--- config.mk ---
export PLATFORM = sky130hd
export DESIGN_NAME = cruise_stalk_encoder
export DESIGN_NICKNAME = d
export VERILOG_FILES = /design/src/rtl/cruise_stalk_encoder.sv
export SDC_FILE = /design/constraint.sdc
export NUM_CORES = 1
export LEC_CHECK = 0
export CORE_AREA = 3 3 89 91
export CTS_CLUSTER_DIAMETER = 40
export DETAILED_ROUTE_END_ITERATION = 8
export DIE_AREA = 0 0 92 94
export GPL_TIMING_DRIVEN = 0
export PLACE_DENSITY = 0.81
export REMOVE_ABC_BUFFERS = 1
export SLEW_MARGIN = 40
export SYNTH_ARGS = -nofsm -noshare
export SYNTH_HDL_FRONTEND = slang
export SYNTH_SLANG_ARGS = --single-unit
export TNS_END_PERCENT = 10
--- constraint.sdc ---
create_clock -name clk -period 2.3 [get_ports clk]
set_clock_uncertainty 0.2 [all_clocks]
set_input_delay 0.23 -clock clk [delete_from_list [all_inputs] [get_ports clk]]
set_output_delay 0.23 -clock clk [all_outputs]
set_load 0.005 [all_outputs]
--- src/rtl/cruise_stalk_encoder.sv ---
// cruise_stalk_encoder
// Driver-input front end for the cruise controller: synchronises and
// debounces the pedal/stalk switches, turns the stalk switches into
// one-cycle command pulses, and arbitrates them so that at most one
// command reaches the controller per cycle.
// Optional feature macro: STALK_AUTOREPEAT_EN (auto-repeat of accel/coast).
//
// Arming rule: a pulse input arms only after the synchroniser holds a
// genuine low sample while its debounced level is low. The reset zeros
// still sitting in the synchroniser do not count, so a switch held through
// reset never fires. Brake (for set/resume/accel/coast) and an accel+coast
// conflict (for accel/coast) disarm the affected inputs. The switch must
// then be released and pressed again before it fires.
module cruise_stalk_encoder #(
  parameter int unsigned DEBOUNCE_CYCLES = 4,
  parameter int unsigned REPEAT_DELAY    = 8,
  parameter int unsigned REPEAT_PERIOD   = 4
) (
  input  logic clk,
  input  logic reset,
  input  logic throttle_raw,
  input  logic brake_raw,
  input  logic set_raw,
  input  logic accel_raw,
  input  logic coast_raw,
  input  logic cancel_raw,
  input  logic resume_raw,
  output logic throttle,
  output logic brake,
  output logic set,
  output logic accel,
  output logic coast,
  output logic cancel,
  output logic resume,
  output logic accel_coast_conflict
);

  // Raw-vector bit positions
  localparam int THR = 0;
  localparam int BRK = 1;
  localparam int ACC = 3;
  localparam int CST = 4;
  // Pulse-vector bit positions (pulse vector = raw vector bits [6:2])
  localparam int P_SET = 0;
  localparam int P_ACC = 1;
  localparam int P_CST = 2;
  localparam int P_CAN = 3;
  localparam int P_RES = 4;

  // Elaboration-time range check of the configuration
  if (DEBOUNCE_CYCLES < 1 || DEBOUNCE_CYCLES > 255 ||
      REPEAT_DELAY < 1 || REPEAT_DELAY > 255 ||
      REPEAT_PERIOD < 1 || REPEAT_PERIOD > 255) begin : g_cfg_check
    $error("cruise_stalk_encoder: parameter out of range 1..255");
  end

  logic [6:0] w_raw;
  logic [6:0] r_sync1;
  logic [6:0] r_sync2;
  logic [6:0] r_deb;
  logic [6:0] r_deb_d;
  logic [7:0] r_cnt [7];
  logic [1:0] r_live;
  logic [4:0] r_armed;
  logic [4:0] r_pulse;
  logic       r_throttle;
  logic       r_brake;
  logic       r_conflict;

  logic       w_brake;
  logic       w_conflict;
  logic [4:0] w_rise;
  logic [4:0] w_kill;
  logic [4:0] w_arm_ok;
  logic [4:0] w_first;
  logic [4:0] w_cand;
  logic [4:0] w_grant;

  assign w_raw = {resume_raw, cancel_raw, coast_raw, accel_raw,
                  set_raw, brake_raw, throttle_raw};

  // Two-flop synchroniser; r_live marks when r_sync2 holds a real sample
  always_ff @(posedge clk) begin
    if (reset) begin
      r_sync1 <= '0;
      r_sync2 <= '0;
      r_live  <= '0;
    end else begin
      r_sync1 <= w_raw;
      r_sync2 <= r_sync1;
      r_live  <= {r_live[0], 1'b1};
    end
  end

  // Debounce: flip after DEBOUNCE_CYCLES consecutive differing samples
  always_ff @(posedge clk) begin
    if (reset) begin
      r_deb   <= '0;
      r_deb_d <= '0;
      for (int i = 0; i < 7; i++) r_cnt[i] <= '0;
    end else begin
      r_deb_d <= r_deb;
      for (int i = 0; i < 7; i++) begin
        if (r_sync2[i] != r_deb[i]) begin
          if (r_cnt[i] == 8'(DEBOUNCE_CYCLES - 1)) begin
            r_deb[i] <= r_sync2[i];
            r_cnt[i] <= '0;
          end else begin
            r_cnt[i] <= r_cnt[i] + 8'd1;
          end
        end else begin
          r_cnt[i] <= '0;
        end
      end
    end
  end

  assign w_brake    = r_deb[BRK];
  assign w_conflict = r_deb[ACC] & r_deb[CST];
  assign w_rise     = r_deb[6:2] & ~r_deb_d[6:2];
  // Inputs blocked this cycle: brake blocks all but cancel, conflict blocks accel/coast
  assign w_kill     = {w_brake, 1'b0, w_brake | w_conflict,
                       w_brake | w_conflict, w_brake};
  assign w_arm_ok   = {5{r_live[1]}} & ~r_deb[6:2] & ~r_sync2[6:2];
  assign w_first    = w_rise & r_armed & ~w_kill;

  // Arm flags: set by a genuine low, cleared while the input is blocked
  always_ff @(posedge clk) begin
    if (reset) r_armed <= '0;
    else       r_armed <= (r_armed | w_arm_ok) & ~w_kill;
  end

`ifdef STALK_AUTOREPEAT_EN
  // Index 0 = accel, 1 = coast
  logic [1:0] r_rep_act;
  logic [1:0] r_rep_first;
  logic [7:0] r_rep_cnt [2];
  logic [1:0] w_rep_hit;

  // Repeat slot: counter reached the delay (first) or the period (later)
  always_comb begin
    w_rep_hit = '0;
    for (int j = 0; j < 2; j++) begin
      if (r_rep_act[j] && r_deb[ACC + j] && !w_kill[P_ACC + j] &&
          (r_rep_cnt[j] == (r_rep_first[j] ? 8'(REPEAT_DELAY) : 8'(REPEAT_PERIOD))))
        w_rep_hit[j] = 1'b1;
    end
  end

  // Repeat counters: start on first press, stop on release or block
  always_ff @(posedge clk) begin
    if (reset) begin
      r_rep_act   <= '0;
      r_rep_first <= '0;
      for (int j = 0; j < 2; j++) r_rep_cnt[j] <= '0;
    end else begin
      for (int j = 0; j < 2; j++) begin
        if (w_first[P_ACC + j]) begin
          r_rep_act[j]   <= 1'b1;
          r_rep_first[j] <= 1'b1;
          r_rep_cnt[j]   <= 8'd1;
        end else if (!r_deb[ACC + j] || w_kill[P_ACC + j]) begin
          r_rep_act[j]   <= 1'b0;
          r_rep_first[j] <= 1'b0;
          r_rep_cnt[j]   <= '0;
        end else if (r_rep_act[j]) begin
          if (w_rep_hit[j]) begin
            r_rep_first[j] <= 1'b0;
            r_rep_cnt[j]   <= 8'd1;
          end else begin
            r_rep_cnt[j]   <= r_rep_cnt[j] + 8'd1;
          end
        end
      end
    end
  end

  assign w_cand = w_first | {2'b00, w_rep_hit, 1'b0};
`else
  assign w_cand = w_first;
`endif

  // Fixed-priority arbitration: cancel > set > resume > accel > coast
  always_comb begin
    w_grant = '0;
    if      (w_cand[P_CAN]) w_grant[P_CAN] = 1'b1;
    else if (w_cand[P_SET]) w_grant[P_SET] = 1'b1;
    else if (w_cand[P_RES]) w_grant[P_RES] = 1'b1;
    else if (w_cand[P_ACC]) w_grant[P_ACC] = 1'b1;
    else if (w_cand[P_CST]) w_grant[P_CST] = 1'b1;
  end

  // Output registers: every output comes straight from a flop
  always_ff @(posedge clk) begin
    if (reset) begin
      r_pulse    <= '0;
      r_throttle <= 1'b0;
      r_brake    <= 1'b0;
      r_conflict <= 1'b0;
    end else begin
      r_pulse    <= w_grant;
      r_throttle <= r_deb[THR];
      r_brake    <= r_deb[BRK];
      r_conflict <= w_conflict;
    end
  end

  assign throttle             = r_throttle;
  assign brake                = r_brake;
  assign set                  = r_pulse[P_SET];
  assign accel                = r_pulse[P_ACC];
  assign coast                = r_pulse[P_CST];
  assign cancel               = r_pulse[P_CAN];
  assign resume               = r_pulse[P_RES];
  assign accel_coast_conflict = r_conflict;

endmodule
### Yosys cells after proc, flatten, opt, wreduce, memory -nomap -nowiden

Memory sizes are Yosys's and may differ from the RTL's.
Cells that the tools add are included.
Widths: inputs -> output; s select.

| storage, ports and cells | value |
|---|---|
| register bits | 43 |
| bits in latches | 0 |
| bits in writable memories | 56 |
| ROM bits | 0 |
| output and inout port bits | 8 |
| memories | 1 |

Memory list:

| memory | depth | bits a word | read ports | clocked after Yosys merged registers in | write ports | RTL line | source |
|---|---|---|---|---|---|---|---|
| r_cnt | 7 | 8 | 7 | 0 | 7 | 62 | `logic [7:0] r_cnt [7];` |

| operators by class | value |
|---|---|
| add/subtract/negate cells | 7 |
| multiply operators | 0 |
| divide/modulo/power cells | 0 |
| order comparisons | 0 |
| eq/ne operators | 14 |
| shifts and indexed selects | 0 |
| mux-type cells | 106 |
| bitwise logic cells | 34 |
| reductions and logical operators | 11 |

Operators with widths:

| cell | count |
|---|---|
| $mux 8 | 21 |
| $mux 1 | 85 |
| $add 8x1->8 const B | 7 |
| $eq 8x2->1 const B | 7 |
| $and 5x5->5 | 6 |
| $or 1x1->1 | 22 |
| $not 5->5 | 4 |
| $reduce_and 2->1 | 7 |
| $ne 1x1->1 | 7 |
| $or 5x5->5 | 1 |
| $reduce_or 5->1 | 1 |
| $reduce_or 4->1 | 1 |
| $reduce_or 3->1 | 1 |
| $reduce_or 2->1 | 1 |
| $and 1x1->1 | 1 |

### Depth between registers and ports, before layout

An unclocked memory read counts as a cell.

| depth | value |
|---|---|
| depth in word-level cells | 9 |
| depth in mapped cells | 4 |
| mapped depth without buffers | 4 |

### Worst setup path before layout

Ideal clock, no wire load.

| path | value |
|---|---|
| kind | reg-to-reg |
| from | memory r_cnt[6][0] |
| to | memory r_cnt[6][2], data pin |
| setup time | 0.269 ns |
| arrival time | 1.446 ns |
| data required time | 1.831 ns |
| slack | 0.385 ns |
| stages on the path, launching flop included | 5 |
| clock period less this slack | 1.915 ns |
| path through | edfxtp_1 -> ha_1 -> or3b_2 -> o211ai_1 -> nor2_1 |

RTL lines:

| element | RTL line |
|---|---|
| start: declaration | 62 |

==> results.toml <==
[status]
status = "finished clean"

[timing]
final.setup.tns_ns = 0
slew_headroom_pct = 56.6
drv_slew = 0
rsz0062_at_grt = "no"
setup_viol = 0
holdWs_ns = 0.200
hold_violations = 0
fmax_mhz = 471
final.period_utilization_pct = 92.3
worstMarginPinSlew_ns = 0.652
period_minus_slack_ns = 2.12

[clock_network]
postCtsResizedCells = 0
cts_setup_buffers = 0
htreeDepth = 3
cts_sinks = 97
cts_max_path_buffers = 2
ctsHoldBuffers = 0
clkSlewWorstSetupHoldPaths_ns = 0.09
cts-buffers-inserted = 9
clock-root-buffer = "clkbuf_8"
insertion_delay_ns = 0.35
cts_tree = "done"

[die]
dieHeight_um = 94
dieArea_mm2 = 0.00865
die_w_um = 92
start_util_pct = 58.9
coreArea_mm2 = 0.00721
fp-row-count = 31
io_pins = 17

[pwr]
leakagePower_nw = 1.78
p_seq_share_pct = 61.6
comb_power_share_pct = 4.8
finalPower_w = 0.00317
power_density_mw_per_mm2 = 646
irDropWorstVdd_uv = 389
clkPwrFrac_pct = 33.6
p_sw_w = 0.000718
p_sw_share_pct = 22.6
p_int_w = 0.00246

[detailed_routing]
drc_errors = 0
vias = 2941
avgViaCountPerCell = 5.10
totalWireLength_um = 6460
avgRoutedWirePerCell_um = 11.2
postRouteAntennaNets = 0
drt_iter0_drc = 132
detail_route.first_pass.iterations = 6

[setup_path]
critPathRequiredTime_ns = 2.19
path_class = "flop to flop"
crit_fanout = 6
start_kind = "flop"
end_kind = "flop"
critPathArrivalTime_ns = 2.01

[grt]
overflow = 0
grt_start_max_net_pins = 38
grt_pass1_vias = 2779
track_usage_pct = 16.6
grt_pass1_wl_um = 11500
antenna_found_initial = 0

[place]
io_buffer_count = 16
place.gp.congestion = 0.836
post-dp-hpwl_um = 4660

[yosys]
synth_area_mm2 = 0.00425
synthFlopType = "edfxtp_1"
ys_ff_latch = 97
syn_inst = 395
async_flop_share_pct = 0
ys_types = 41
syn_area_per_cell_um2 = 10.8
ys_seq_area_share_pct = 58.9
synth-edff-count = 56
yosys_warnings = 0

[hold_path]
hp-class = "input port to flop"

[final_layout]
drive_above_1_share_pct = 6.49
final_nets = 489
area_delta_synth_final_pct = 15.7
antenna-diode-count = 0

[run]
drv_cap = 0
==> per-layer routing <==
| layer | vias to the layer above | global-route usage [%] | wire length [um] |
|---|---|---|---|
| li1 | 1523 | - | - |
| met1 | 1379 | 20.4 | 3030 |
| met2 | 31 | 28.3 | 3190 |
| met4 | 0 | 6.44 | 80 |
| met5 | - | 0 | 0 |
| met3 | 8 | 4.01 | 160 |
==> path summary, 6_finish.rpt <==
kind | from | endpoint | depth (start not counted) | slack (ns)
min reg2reg | r_sync1[6] | r_sync2[6] | 1 | 0.24
max reg2reg | r_cnt[6][0] | r_cnt[6][2] | 4 | 0.18
min | reset | r_sync2[6] | 2 | 0.20
max | r_cnt[6][0] | r_cnt[6][2] | 4 | 0.18
==> layout by cell type (no fill, tap or decap), types with 9 or more instances in the layout <==
master	n
edfxtp_1	56
conb_1	56
xor2_1	18
clkdlybuf4s50_1	15
clkbuf_8	10
nand3_1	25
nand2_1	22
dfxtp_1	41
o21ai_0	24
or3_1	23
nor2b_1	23
a21oi_1	31
inv_1	15
xnor2_1	9
nor2_1	45
==> worst max-delay path, cell delays in order, from the launching register on <==
cell and delay [ns]:
edfxtp_1 0.42, ha_1 0.23, or3b_2 0.48, o211ai_1 0.43, nor2_1 0.10
==> stage by stage <==
stage / cells / worst slack [ns] / instance area [um2] / utilization (%)
2_1_floorplan: 446 / 0.385 / 4440 / -
3_3_place_gp: 561 / -1.08 / 4730 / 65.5
3_5_place_dp: 561 / -0.0210 / 4720 / 65.4
4_1_cts: 577 / 0.155 / 4920 / 68.2
5_1_grt: 577 / 0.0399 / 4920 / 68.2
6_report: 577 / 0.177 / 4920 / 68.2
==> synth_stat cells, drive strengths merged (5+ instances only) <==
cell type / n / area share [%]
a21oi: 31 / 3.6
dfxtp: 41 / 19
edfxtp: 56 / 40
ha: 7 / 2.1
inv: 15 / 1.3
nand2: 22 / 1.9
nand3: 25 / 2.9
nand4: 8 / 1.2
nor2: 45 / 4.0
nor2b: 23 / 3.4
nor3: 5 / 0.59
o21ai: 24 / 2.8
or3: 23 / 3.4
or4: 5 / 1.2
xnor2: 9 / 1.9
xor2: 18 / 3.7
==> flip-flops by register name (all words and copies together), names as in the netlist <==
signal and flops:
r_armed 5, r_live 2, r_deb 7, r_pulse 5, r_cnt 56, r_sync2 7, r_sync1 7, r_deb_d 7
accel_coast_conflict 1
==> area by class of cell <==
type / instances / area, um2
fill: 569 / 2300
inverter: 16 / 60.1
timing repair buffer: 16 / 155
clock buffer: 11 / 163
multi-input combinational: 333 / 1880
tap: 99 / 124
clock inverter: 5 / 33.8
sequential: 97 / 2500
==> power groups by stage <==
stage / Clock (W) / Combinational, W / Sequential (W)
CTS: 0.00110 / 0.000153 / 0.00195
finish: 0.00107 / 0.000153 / 0.00195
global placement: 0 / 0.000147 / 0.00199
global route: 0.00118 / 0.000178 / 0.00197
detailed placement: 0 / 0.000151 / 0.00199
floorplan: 0 / 0.000112 / 0.00198
==> logic make-up after synthesis <==
family / after synthesis / share of synthesized area (%)
AOI/OAI and AO/OA: 70 / 9.95
xor gates and xnor gates: 27 / 5.56
adders and majority gates: 7 / 2.06
buffers and inverters: 20 / 1.79
DFF: 97 / 58.9
muxes: 1 / 0.265
other: 1 / 0.0882
and+or+nand+nor: 172 / 21.4
Note: power is estimated with default switching activity, not from simulation.
